## config.mk

```make
export PLATFORM = sky130hd
export DESIGN_NAME = freq_meter
export DESIGN_NICKNAME = d
export VERILOG_FILES = /design/src/rtl/freq_meter.sv
export SDC_FILE = /design/constraint.sdc
export NUM_CORES = 1
export LEC_CHECK = 0
export BUFFER_PORTS_ARGS = -buffer_cell sky130_fd_sc_hd__buf_2
export CAP_MARGIN = 25
export CORE_MARGIN = 2
export CORE_UTILIZATION = 56
export DETAILED_ROUTE_END_ITERATION = 10
export PLACE_DENSITY_LB_ADDON = 0.12
export SYNTH_ARGS = -nofsm -noshare
export SYNTH_HDL_FRONTEND = slang
export SYNTH_SLANG_ARGS = --single-unit
```

## constraint.sdc

```tcl
create_clock -name clk_in -period 2.2 [get_ports clk_in]
set_input_delay 0.22 -clock clk_in [delete_from_list [all_inputs] [get_ports clk_in]]
set_output_delay 0.22 -clock clk_in [all_outputs]
set_load 0.02 [all_outputs]
```

## src/rtl/freq_meter.sv

```systemverilog
// freq_meter: counts rising edges of an asynchronous signal over a programmable clk_in window
module freq_meter #(
    parameter int CNT_W       = 16,
    parameter int GATE_W      = 16,
    parameter int SYNC_STAGES = 2
) (
    input  logic              clk_in,
    input  logic              reset,
    input  logic              sig_in,
    input  logic              start,
    input  logic [GATE_W-1:0] gate_len,
    output logic [CNT_W-1:0]  count_out,
    output logic              valid,
    output logic              busy,
    output logic              overflow
);
    typedef enum logic [1:0] {IDLE, MEASURE, DONE} state_t;
    state_t state, state_nxt;
    logic [SYNC_STAGES-1:0] sync;
    logic sync_prev, rise, accept, sat, ovf, ovf_nxt, enter_done;
    logic [GATE_W-1:0] gate_cnt;
    logic [CNT_W-1:0] edge_cnt, edge_nxt;

    assign rise       = sync[SYNC_STAGES-1] & ~sync_prev;
    assign accept     = state == IDLE && start;
    assign sat        = &edge_cnt;
    assign edge_nxt   = (state == MEASURE && rise && !sat) ? edge_cnt + CNT_W'(1) : edge_cnt;
    assign ovf_nxt    = ovf | (state == MEASURE && rise && sat);
    assign enter_done = state_nxt == DONE && state != DONE;

    always_ff @(posedge clk_in) begin
        if (reset) state <= IDLE;
        else state <= state_nxt;
    end

    always_comb begin
        state_nxt = state;
        if (accept) state_nxt = gate_len == '0 ? DONE : MEASURE;
        else if (state == MEASURE) state_nxt = gate_cnt == GATE_W'(1) ? DONE : MEASURE;
        else if (state != IDLE) state_nxt = IDLE;
        busy  = state == MEASURE;
        valid = state == DONE;
    end

    // a zero-length window publishes a clean zero rather than a stale edge count
    always_ff @(posedge clk_in) begin
        if (reset) begin
            sync      <= '0;
            sync_prev <= 1'b0;
            gate_cnt  <= '0;
            edge_cnt  <= '0;
            ovf       <= 1'b0;
            count_out <= '0;
            overflow  <= 1'b0;
        end else begin
            sync      <= {sync[SYNC_STAGES-2:0], sig_in};
            sync_prev <= sync[SYNC_STAGES-1];
            if (accept) begin
                gate_cnt <= gate_len;
                edge_cnt <= '0;
                ovf      <= 1'b0;
            end else if (state == MEASURE) begin
                gate_cnt <= gate_cnt - GATE_W'(1);
                edge_cnt <= edge_nxt;
                ovf      <= ovf_nxt;
            end
            if (enter_done) begin
                count_out <= accept ? '0 : edge_nxt;
                overflow  <= accept ? 1'b0 : ovf_nxt;
            end
        end
    end
endmodule

```

==> results of run 1 <==
-- sequential cells by signal, summed over array words and instances, names as in the netlist --
signal and cells:
edge_cnt 16, sync 2, ovf 1, gate_cnt 16, sync_prev 1, overflow 1
count_out 16, state 2
-- worst max-delay path, cell delays in order, from the launching register on --
cell	delay, ns
dfxtp_1	0.43
nand4bb_1	0.29
or4_4	0.56
nor3b_2	0.21
xnor2_1	0.17
o2bb2ai_1	0.08
-- metal layers --
metal  track usage, %  up-vias  wire [um]
met5                0        -          0
met3             4.17        6        305
li1                 -     1147          -
met2             36.2       61       2450
met4             3.98        0         37
met1             35.3     1071       2870
-- metrics by stage --
step           instance area (um2)  power (W)  setup slack (ns)  utilization [%]  hold slack [ns]
2_1_floorplan                 2580    0.00134             0.437                -            0.348
3_3_place_gp                  2870    0.00143             0.203             65.4            0.420
3_5_place_dp                  2880    0.00144             0.356             65.6            0.442
4_1_cts                       3010    0.00219             0.351             68.7            0.147
5_1_grt                       3010    0.00229             0.142             68.7            0.170
6_report                      3010    0.00219             0.361             68.7            0.142
-- cell type report --
cell class	count	area [um2]	share of cell area (%)
clock inverter	2	60.1	2.00
sequential	55	1100	36.6
timing repair buffer	53	307	10.2
clock buffer	6	72.6	2.41
multi-input combinational	214	1390	46.3
tap	52	65.1	2.16
inverter	3	11.3	0.374
-- power breakdown --
group	total [W]	switching (W)	internal (W)
Clock	0.000770	0.000315	0.000455
Combinational	0.000335	0.000181	0.000154
Sequential	0.00109	0.0000521	0.00103
Total	0.00219	0.000549	0.00164
-- cells in the final DEF (no fill, tap or decap), types with 3 or more instances in the layout --
master	instances
a211oi_1	8
a21oi_1	13
a22oi_1	3
buf_2	38
buf_4	14
clkbuf_8	5
dfxtp_1	55
ha_1	3
inv_1	3
mux2i_1	3
nand2_1	13
nand2b_1	4
nand3_1	10
nand4_1	8
nor2_1	40
nor2b_1	5
nor3_1	11
nor3_2	3
nor3b_1	4
nor4_1	10
o21ai_0	5
o22ai_1	6
o2bb2ai_1	17
xnor2_1	14
xor2_1	6
-- how the worst max path moves through the flow --
| stage | start | to |
|---|---|---|
| finish | state[1]$_SDFF_PP0_ | count_out[9]$_SDFFE_PP0P_ |
| global route | gate_cnt[2]$_SDFFE_PP0P_ | gate_cnt[12]$_SDFFE_PP0P_ |
| CTS | state[0]$_SDFF_PP0_ | count_out[9]$_SDFFE_PP0P_ |
| detailed placement | state[0]$_SDFF_PP0_ | count_out[9]$_SDFFE_PP0P_ |
| global placement | gate_cnt[1]$_SDFFE_PP0P_ | count_out[13]$_SDFFE_PP0P_ |
| floorplan | edge_cnt[0]$_SDFFE_PP0P_ | count_out[1]$_SDFFE_PP0P_ |
-- kinds of logic (layout without fill, tap and decap cells) --
kind of cell,after synthesis,count (layout)
xor gates and xnor gates,20,20
adders and majority gates,3,3
buffers and inverters,19,64
muxes,4,4
and+or+nand+nor,125,125
AOI/OAI and AO/OA,62,62
DFF,55,55
==> impl_metrics.yaml, run 1 <==
clocking:
  h-tree-depth: 2
  clk_latency_ns: 0.30
  cts_setup_buffers: 0
  cts_resized: 0
  clockBufferDepth: 2
  cts_buffers: 5
  clk_pin_slew_ns: 0.10
  clk_root_buffer_cell: "clkbuf_8"
  cts_sinks: 55
  cts_hold_buf: 0
  cts_tree: "built"
synthesis:
  syn-cell-area_um2: 2580
  synth-xor-area-share_pct: 6.78
  synth_nets: 311
  synth_cell_type_count: 47
  synth-async-reset-ratio_pct: 0
  syn_inst: 288
  yosysSeqAreaShare_pct: 42.6
  synth.area.mux_share_pct: 1.60
  yosys-top-cells-count: "dfxtp_1 (55), nor2_1 (40), o2bb2ai_1 (17), xnor2_1 (14)"
  ys.warnings.count: 0
  synth_top_area_cell: "dfxtp_1"
  syn_area_per_cell_um2: 8.97
  synth_edf_count: 0
  yosys.area_share.simple_pct: 27.1
  synth_fa_ha_area_share_pct: 1.45
  synth_compound_area_share_pct: 17.0
  synth_seq_cells: 55
  yosysMostFrequentCell: "dfxtp_1"
  synth.top_cell.area_share_pct: 42.6
  yosys-top-cells-area: "dfxtp_1 (43%), nor2_1 (5.8%), o2bb2ai_1 (5.8%)"
  synth_ff_type: "dfxtp_1"
  synth_top_family_by_area: "simple AND/OR/NAND/NOR gates"
power_and_ir_drop:
  vdd.ir_drop.worst_mv: 0.499
  leakagePower_nw: 1.12
  power_density_nw_per_um2: 728
timing:
  finalSetupViolations: 0
  worstMarginPinSlew_ns: 0.534
  finalMaxSlewViolations: 0
  hold_viol: 0
  rsz0062_at_grt: "false"
  skew_ns: 0.00963
  setup_tns_ns: 0
  min_period_ns: 1.84
  fmax_ghz: 0.544
  slew_headroom_pct: 64.2
  min_period_over_period_pct: 83.6
critical_path:
  worst-setup-path-type: "reg2reg"
  worst_setup_path_start_kind: "flip-flop"
  cp_data_required_time_ns: 2.40
  rr_startpoint: "state[1]$_SDFF_PP0_"
  r2r_cells: 5
  r2r-end: "count_out[9]$_SDFFE_PP0P_"
  endpoint_kind: "flip-flop"
  reg2reg_slack_ns: 0.36
  crit_fanout: 12
  cp_data_arrival_time_ns: 2.04
global_routing:
  grt_pass1_vias: 2081
  grt_pass1_wl_mm: 9.85
  grt_overflow_total: 0
  grt_antenna_before_repair: 0
  grt_usage_pct: 23.6
  grt_max_degree: 25
floorplanning:
  num_rows: 24
  die_area_um2: 5170
  die_x_um: 71.9
  io_pins: 39
  start_util_pct: 58.9
  die_h_um: 71.9
  core_um2: 4380
placed_design:
  port_buffers: 38
  gp_congestion: 0.834
  hpwl_mm: 4.01
  numPlacedInstances: 377
worst_hold_path:
  hold_path_startpoint: "sig_in"
  holdPathEnd: "sync[0]$_SDFF_PP0_"
  hold_depth: 2
  hold_path.class: "in2reg"
layout:
  fin_nets: 355
  diodes: 0
  stdcell_count: 385
  nFillCells: 382
  area_growth_pct: 16.6
  drive_gt1_share_pct: 21.6
detailed_routing:
  drcViolationCount: 0
  drtIter0Drc: 130
  avgRoutedWirePerCell_um: 14.7
  drt_pass1_iterations: 5
  ant_nets: 0
  totalWireLength_mm: 5.67
  vias: 2285
  via_per_inst: 5.94
job:
  cap_violations: 0
run_status:
  outcome: "complete, no violations"
No activity file was read; power rests on OpenSTA's default activity.
==> run 2: changes to the inputs <==
Settings changed: CORE_UTILIZATION 56 to 51.
Clock period 2.2 ns to 1.6 ns, I/O delays scaled along.
==> run 2 against run 1 <==
The flow now finishes with violations (setup timing). Clock skew rose by 0.0018 ns. Via count rose by 26%. Non-clock buffer count is 73 higher. First-iteration DRC count rose by 89%. Sequential cell count unchanged. Global-route usage grew 4.3 points. Total power is 42% higher. Wire length is 60% higher. Utilization rose by 17 points. Sequential share of layout area is 9.3 points lower. Die area is 9.2% higher. Worst setup slack lost 0.53 ns. Critical endpoint is now edge_cnt[7]$_SDFFE_PP0P_.
==> impl_metrics.yaml, run 2 (same netlist as run 1, synthesis figures left out) <==
global_routing:
  grt_antenna_before_repair: 0
  grt_pass1_vias: 2482
  grt_usage_pct: 27.8
  grt_max_degree: 25
  grt_util_met2_pct: 45.0
  busiest_layer: "met2"
  met1_usage_pct: 38.2
  grt_overflow_total: 0
  grt_pass1_wl_mm: 11.9
  use_met3_pct: 4.82
layout:
  layout_commonest_cell: "buf_4"
  reg_top3: "count_out: 16 flops, edge_cnt: 16 flops, gate_cnt: 16 flops"
  final_cell_mix: "buf_4 (71), dfxtp_1 (45), buf_2 (38)"
  fin_nets: 428
  area_growth_pct: 58.9
  diodes: 0
  nFillCells: 265
  drive_gt1_share_pct: 52.5
  final_util_pct: 85.2
floorplanning:
  start_util_pct: 53.6
  die_h_um: 75.2
  core_um2: 4820
  num_rows: 25
  die_area_um2: 5650
  io_pins: 39
  die_x_um: 75.2
timing:
  slew_headroom_pct: 68.6
  worstMarginPinSlew_ns: 0.467
  fmax_ghz: 0.565
  hold_viol: 0
  skew_ns: 0.0115
  finalWorstSetupSlack_ns: -0.169
  setup_tns_ns: -2.99
  min_period_over_period_pct: 111
  finalSetupViolations: 38
  rsz0062_at_grt: "true"
  finalMaxSlewViolations: 0
  min_period_ns: 1.77
clocking:
  clockBufferDepth: 2
  cts_hold_buf: 0
  h-tree-depth: 2
  clk_pin_slew_ns: 0.11
  clk_latency_ns: 0.31
  cts_sinks: 55
  cts_tree: "built"
  cts_buffers: 5
  clk_root_buffer_cell: "clkbuf_8"
run_status:
  outcome: "finished, violations left"
  violations: "setup timing"
power_and_ir_drop:
  clkPwrFrac_pct: 25.7
  leakagePower_nw: 1.60
  swShare_pct: 30.8
  power_density_nw_per_um2: 760
  power_frac_seq_pct: 47.3
  vdd.ir_drop.worst_mv: 0.656
  comb_power_share_pct: 27.0
  p_total_w: 0.00312
  p_int_w: 0.00216
  switchingPower_w: 0.000962
detailed_routing:
  drtIter0Drc: 246
  ant_nets: 0
  drcViolationCount: 0
  vias: 2880
  drt_pass1_iterations: 5
  via_per_inst: 6.09
  avgRoutedWirePerCell_um: 19.1
  totalWireLength_mm: 9.04
critical_path:
  worst_setup_path_start_kind: "flip-flop"
  cp_data_required_time_ns: 1.80
  crit_fanout: 3
  cp_data_arrival_time_ns: 1.97
  endpoint_kind: "flip-flop"
  worst-setup-path-type: "reg2reg"
placed_design:
  post-place-ws_ns: -0.151
  gp_congestion: 0.854
  hpwl_mm: 4.64
  port_buffers: 38
job:
  cap_violations: 0
worst_hold_path:
  hold_path.class: "in2reg"
## run 2: routing by layer
metal  up-vias  wire, um  part of all wire, %
met2       178      4340                   48
met5         -         0                    0
met3        41       596                  6.6
li1       1290         -                    -
met1      1371      3750                   41
met4         0       362                  4.0
## run 2: final timing paths
check,from,to,slack [ns],depth (start not counted)
worst min-delay path,sig_in,sync[0]$_SDFF_PP0_,0.04,2
worst max register to register,edge_cnt[1]$_SDFFE_PP0P_,edge_cnt[7]$_SDFFE_PP0P_,-0.17,8
worst min register to register,sync[0]$_SDFF_PP0_,sync[1]$_SDFF_PP0_,0.46,1
worst max-delay path,edge_cnt[1]$_SDFFE_PP0P_,edge_cnt[7]$_SDFFE_PP0P_,-0.17,8
## run 2: final cells by class
cell class              instances  area [um2]  share of cell area, %
multi-input cells             214        1870                   45.5
clock inverters                 2        16.3                  0.396
clock buffers                   6        72.6                   1.77
flip-flops and latches         55        1120                   27.3
well taps                      67        83.8                   2.04
inverters                       3        11.3                  0.274
repair buffers                126         932                   22.7
## run 2: critical path, cell delays in order, from the launching register on
cell,delay (ns)
dfxtp_4,0.38
ha_4,0.14
nand4_1,0.16
buf_4,0.20
nor4_4,0.18
buf_4,0.21
nor4_4,0.06
xnor2_2,0.23
nor2_1,0.09
## run 2: metrics by stage
step                      cells  hold slack (ns)  instance area [um2]
final                       473           0.0431                 4100
after global routing        473           0.0492                 4100
after CTS                   464           0.0439                 3750
after detailed placement    447            0.375                 3340
after global placement      446            0.369                 3320
after floorplan             288            0.288                 2610
## run 2: repair_timing
action	CTS	global route
resized for setup	54	52
pin swaps	27	32
cloned	2	0
endpoints found under the hold margin	0	0
setup buffers	7	9
endpoints found under the setup margin	36	45
## run 2: power groups by stage
stage               registers [W]  logic [W]  clock network (W)
floorplan                 0.00151   0.000337                  0
global placement          0.00149   0.000610                  0
detailed placement        0.00149   0.000621                  0
CTS                       0.00147   0.000678           0.000800
global route              0.00148   0.000897           0.000851
finish                    0.00148   0.000843           0.000801
